`src/rtl/uart_tx_fifo.sv`:
```
// Byte FIFO feeding a UART transmitter: buffers producer writes and issues one
// uart_en strobe per byte, paced by uart_tx_busy. Define UART_TX_CRLF_EN to expand LF into CR LF.
module uart_tx_fifo #(
    parameter int DEPTH_LOG2 = 4
) (
    input  logic                  sys_clk,
    input  logic                  sys_rst,
    input  logic                  wr_en,
    input  logic [7:0]            wr_data,
    output logic                  fifo_full,
    output logic                  fifo_empty,
    output logic [DEPTH_LOG2:0]   fifo_level,
    output logic                  wr_overflow,
    output logic                  uart_en,
    output logic [7:0]            uart_din,
    input  logic                  uart_tx_busy,
    output logic                  tx_idle
);

    localparam int DEPTH = 2 ** DEPTH_LOG2;
    localparam logic [DEPTH_LOG2:0]   LVL_FULL = (DEPTH_LOG2 + 1)'(DEPTH);
    localparam logic [DEPTH_LOG2:0]   LVL_ONE  = (DEPTH_LOG2 + 1)'(1);
    localparam logic [DEPTH_LOG2-1:0] PTR_ONE  = DEPTH_LOG2'(1);

    typedef enum logic [1:0] {
        IDLE,
        PULSE,
        HOLD
    } state_t;

    state_t                state_q, state_d;
    logic [7:0]            mem [DEPTH];
    logic [DEPTH_LOG2-1:0] wr_ptr_q, wr_ptr_d;
    logic [DEPTH_LOG2-1:0] rd_ptr_q, rd_ptr_d;
    logic [DEPTH_LOG2:0]   level_q, level_d;
    logic [7:0]            uart_din_q, uart_din_d;
    logic                  wr_overflow_q, wr_overflow_d;
    logic                  push;
    logic                  pop;
`ifdef UART_TX_CRLF_EN
    logic                  pending_lf_q, pending_lf_d;
`endif

    // Full/empty come from the registered level, so a pop never frees a slot for the same-cycle write.
    assign fifo_full   = (level_q == LVL_FULL);
    assign fifo_empty  = (level_q == '0);
    assign fifo_level  = level_q;
    assign wr_overflow = wr_overflow_q;
    assign uart_en     = (state_q == PULSE);
    assign uart_din    = uart_din_q;
    assign tx_idle     = (state_q == IDLE) && fifo_empty && !uart_tx_busy;

    assign push = wr_en && !fifo_full;

    always_ff @(posedge sys_clk) begin
        if (push) begin
            mem[wr_ptr_q] <= wr_data;
        end
    end

    always_comb begin
        state_d    = state_q;
        uart_din_d = uart_din_q;
        pop        = 1'b0;
`ifdef UART_TX_CRLF_EN
        pending_lf_d = pending_lf_q;
`endif
        case (state_q)
            IDLE: begin
                if (!fifo_empty) begin
                    state_d = PULSE;
`ifdef UART_TX_CRLF_EN
                    if (pending_lf_q) begin
                        uart_din_d   = 8'h0A;
                        pop          = 1'b1;
                        pending_lf_d = 1'b0;
                    end else if (mem[rd_ptr_q] == 8'h0A) begin
                        // Send CR first and leave the LF at the head for the next frame.
                        uart_din_d   = 8'h0D;
                        pending_lf_d = 1'b1;
                    end else begin
                        uart_din_d = mem[rd_ptr_q];
                        pop        = 1'b1;
                    end
`else
                    uart_din_d = mem[rd_ptr_q];
                    pop        = 1'b1;
`endif
                end
            end
            PULSE: begin
                state_d = HOLD;
            end
            HOLD: begin
                // Busy is already high in the strobe cycle, so sampling it right away is safe.
                if (!uart_tx_busy) begin
                    state_d = IDLE;
                end
            end
            default: begin
                state_d = IDLE;
            end
        endcase
    end

    always_comb begin
        wr_ptr_d      = wr_ptr_q;
        rd_ptr_d      = rd_ptr_q;
        level_d       = level_q;
        wr_overflow_d = wr_en && fifo_full;
        if (push) begin
            wr_ptr_d = wr_ptr_q + PTR_ONE;
        end
        if (pop) begin
            rd_ptr_d = rd_ptr_q + PTR_ONE;
        end
        case ({push, pop})
            2'b10:   level_d = level_q + LVL_ONE;
            2'b01:   level_d = level_q - LVL_ONE;
            default: level_d = level_q;
        endcase
    end

    always_ff @(posedge sys_clk) begin
        if (sys_rst) begin
            state_q       <= IDLE;
            wr_ptr_q      <= '0;
            rd_ptr_q      <= '0;
            level_q       <= '0;
            uart_din_q    <= 8'h00;
            wr_overflow_q <= 1'b0;
`ifdef UART_TX_CRLF_EN
            pending_lf_q  <= 1'b0;
`endif
        end else begin
            state_q       <= state_d;
            wr_ptr_q      <= wr_ptr_d;
            rd_ptr_q      <= rd_ptr_d;
            level_q       <= level_d;
            uart_din_q    <= uart_din_d;
            wr_overflow_q <= wr_overflow_d;
`ifdef UART_TX_CRLF_EN
            pending_lf_q  <= pending_lf_d;
`endif
        end
    end

endmodule

```
`config.mk`:
```
export PLATFORM = sky130hd
export DESIGN_NAME = uart_tx_fifo
export DESIGN_NICKNAME = d
export VERILOG_FILES = /design/src/rtl/uart_tx_fifo.sv
export SDC_FILE = /design/constraint.sdc
export NUM_CORES = 1
export LEC_CHECK = 0
export CORE_ASPECT_RATIO = 0.8
export CORE_MARGIN = 5
export CORE_UTILIZATION = 51
export CTS_CLUSTER_DIAMETER = 60
export DETAILED_ROUTE_END_ITERATION = 12
export GPL_TIMING_DRIVEN = 0
export PLACE_DENSITY = 0.72
export RECOVER_POWER = 50
export SYNTH_ARGS = -nofsm -noshare
export SYNTH_HDL_FRONTEND = slang
export SYNTH_SLANG_ARGS = --single-unit
```
`constraint.sdc`:
```
create_clock -name sys_clk -period 2.99 [get_ports sys_clk]
set_clock_uncertainty 0.2 [all_clocks]
set_input_delay 0.598 -clock sys_clk [delete_from_list [all_inputs] [get_ports sys_clk]]
set_output_delay 0.598 -clock sys_clk [all_outputs]
set_load 0.1 [all_outputs]
```
==> summary.md <==
| Metric | Value |
|---|---|
| Status | complete, no violations |
| Post-synthesis cell type count | 45 |
| Vias/cell | 5.71 |
| Worst Tran Pin Value | 1210 ps |
| Cell mode on critical path | a21oi_4 |
| Mean Syn Cell Area | 15.3 sq um |
| Final Wtd Congestion | ~0.81 |
| Total negative slack | 0 ps |
| Worst Hold Class | reg2reg |
| Sequential group share of total power | 36.1% |
| CP Cell Sequence | clkbuf_1 -> nor4_4 -> buf_4 -> a21oi_4 -> inv_2 -> ha_4 -> xor2_2 -> ha_2 -> a21oi_4 -> or3_1 -> a31oi_2 -> mux2_4 |
| Total chip power | around 7000 uW |
| Post-Syn Area | 6280 sq um |
| Top-count cell post-synth | edfxtp_1 |
| Area contributors post-synth | edfxtp_1 (61%), mux2i_1 (11%), dfxtp_1 (7.7%) |
| Root Driver | clkbuf_16 |
| Row cnt | 36 |
| Slowest-stage cell, CP | or3_1 |
| Combinational share of power | roughly 32% |
| Top_reg_cell synth | edfxtp_1 |
| Cell taking the most area after synthesis | edfxtp_1 |
| Cts hold-fix bufs | 0 |
| Share of the synthesized area in the top cell type | 61.2% |
| Peak supply drop | ~0.74 mV |
| CTS tree | done |
| Vias after detailed routing | about 3600 |
| Vias in the first global route | roughly 3600 |
| Remaining antenna violation count after routing | 0 |
| Die area | roughly 15000 sq um |
| Max Fclk | ~0.35 GHz |
| Largest net degree at the start of global routing | 17 |
| First-pass GRT wire length | 21000 um |
| Final max-slew violation count | 0 |
| Data required time of the worst path | 3100 ps |
| Final WS setup | 139 ps |
| Async SR Flop Fraction | 0% |
| Detailed Routing Iterations Pass 1 | 5 |
| Net Sw Frac | about a third |
| Clk buf depth | 2 |
| Initial Util | roughly 52% |
| Worst slack at placement | -634 ps |
| Int Pwr | around 4700 uW |
| Num ports | 30 |
| GRT Resource Usage Total | between 15 and 20% |
| H-tree depth | 4 |
| Leak pwr | approximately 0.0025 uW |
| Max-cap violations | 0 |
| HPWL after detailed placement | 9120 um |
| Crit path arrival time | 2960 ps |
| Fin crit share | 95.4% |
| Routed WL | 13500 um |
| Post-synth EDFFs | approximately 130 |
| Critical path class | reg2reg |
| Layout cells sized above 1 | around 17% |
| Largest stage delay, worst path | roughly 360 ps |
| CTS clock-pin slew for the worst setup and hold paths | roughly 60 ps |
| ANT cells | 0 |
| Crit start category | register |
| Post-Synthesis Cells | 409 |
| Crit path max fanout | 3 |
| RSZ-0062 raised after global routing | no |
| Setup Viol. Count Final | 0 |
| Antenna violations before repair | 0 |
| Area delta synth->final | 19.9% |
| Core footprint | roughly 12000 sq um |
| Remaining DRCs | 0 |
| Post-synth top cells | edfxtp_1 (128), mux2i_1 (67), nor2_1 (37), o22ai_1 (33), dfxtp_1 (24) |
| Port bufs | 28 |
| Wire per inst | 21.4 um |
| Relative slew slack | between 15 and 20% |
| Die width | 134 um |
| Grt ovf | 0 |
| Synthesized Nets | 429 |
| Die Ht | 109 um |
| Flops & latches, synth | around 150 |
| Number of CTS-inserted buffers | 17 |
| Switching power total | roughly 2400 uW |
| Seq/Total Area, Yosys | just under 70% |
| Final Critical Period | approximately 2900 ps |
| Clk pwr share | 31.6% |
| Power per standard cell area | 933 nW/um^2 |
| Worst-Skew Late Latency | about 420 ps |
| YS warnings | 0 |
| Clock sinks | approximately 150 |
| Final hold vios | 0 |
| Fillers | a little under 900 |
| Nets | 484 |
| Initial drt markers | between 300 and 400 |
| CP endpoint kind | register |
==> flip-flops by register name, indices dropped and copies added, names as in the netlist <==
name and cells:
fifo_level 5, mem 128, rd_ptr_q 4, state_q 2, uart_din 8, wr_overflow 1
wr_ptr_q 4
==> power groups by stage <==
stage / registers, uW / logic (uW) / clock network (uW)
4_1_cts: 2540 / 2230 / 2250
6_report: 2530 / 2270 / 2220
5_1_grt: 2550 / 2400 / 2340
3_5_place_dp: 2580 / 2140 / 0
2_1_floorplan: 2990 / 1220 / 0
3_3_place_gp: 2570 / 2100 / 0
==> path summary, 6_finish.rpt <==
| path | endpoint | slack (ps) | from | cells past startpoint |
|---|---|---|---|---|
| hold reg to reg | uart_din[1]$_SDFFE_PP0P_ | 300 | uart_din[1]$_SDFFE_PP0P_ | 2 |
| hold / removal | uart_din[1]$_SDFFE_PP0P_ | 300 | uart_din[1]$_SDFFE_PP0P_ | 2 |
| setup / recovery | fifo_level[4]$_SDFFE_PP0P_ | 140 | fifo_level[2]$_SDFFE_PP0P_ | 12 |
| setup reg to reg | fifo_level[4]$_SDFFE_PP0P_ | 140 | fifo_level[2]$_SDFFE_PP0P_ | 12 |
==> timing repair <==
action	4_1_cts	5_1_grt
gates resized for setup	16	10
buffers inserted	5	4
setup endpoints to repair	4	3
pin swaps	5	7
==> per-layer routing <==
layer / vias up / track usage, % / wire, um
li1: 1676 / - / -
met1: 1800 / 28.2 / 6190
met2: 104 / 30.5 / 6370
met3: 10 / 4.52 / 808
met4: 0 / 6.32 / 118
met5: - / 0 / 0
==> layout by cell type, fill, tap and decap left out, types with 6 or more instances in the layout <==
cell             Yosys  final
edfxtp_1           128    128
mux2i_1             67     67
nor2_1              37     35
o22ai_1             33     33
clkbuf_16            0     23
dfxtp_1             24     21
clkdlybuf4s50_1      0     16
buf_4                2     12
clkbuf_1             4     11
buf_6               10      9
nor4_1               8      8
a211oi_1             8      8
dlygate4sd3_1        0      8
nor2b_1              6      6
nand2_1              6      6
ha_1                 8      6
==> layout make-up <==
class                           count  area, sq um  share of cell area, %
Multi-Input combinational cell    224         1770                   23.5
Clock inverter                      2         10.0                  0.133
Inverter                            6         22.5                  0.299
Buffer                             26          226                   3.01
Timing Repair Buffer               37          344                   4.57
Sequential cell                   152         4330                   57.6
Clock buffer                       30          632                   8.40
Tap cell                          152          190                   2.53
==> cells by family (layout without fill, tap and decap cells) <==
| kind of cell | count (synthesis) | in the layout | synth area share (%) |
|---|---|---|---|
| xor+xnor | 9 | 9 | 1.26 |
| buf+inv | 33 | 101 | 4.21 |
| mux | 69 | 69 | 11.0 |
| compound gates | 57 | 57 | 6.22 |
| simple gates | 81 | 81 | 6.80 |
| flops | 152 | 152 | 68.9 |
| fa+ha+maj | 8 | 8 | 1.59 |
==> metrics by stage <==
stage | utilization (%) | hold WS (ps) | cells | area [sq um]
2_1_floorplan | - | 333 | 409 | 6350
3_3_place_gp | 56.3 | 293 | 589 | 6830
3_5_place_dp | 56.3 | 293 | 589 | 6830
4_1_cts | 62.1 | 181 | 626 | 7520
5_1_grt | 62.1 | 316 | 629 | 7530
6_report | 62.1 | 304 | 629 | 7530
==> critical path: cells and delay by family (launching register included) <==
family | cells | cell delay, ps
xor+xnor | 1 | 140
fa+ha+maj | 2 | 350
simple gates | 2 | 690
compound gates | 3 | 330
mux | 1 | 310
flops | 1 | 320
buf+inv | 3 | 400
Note: power is estimated with default switching activity, not from simulation.
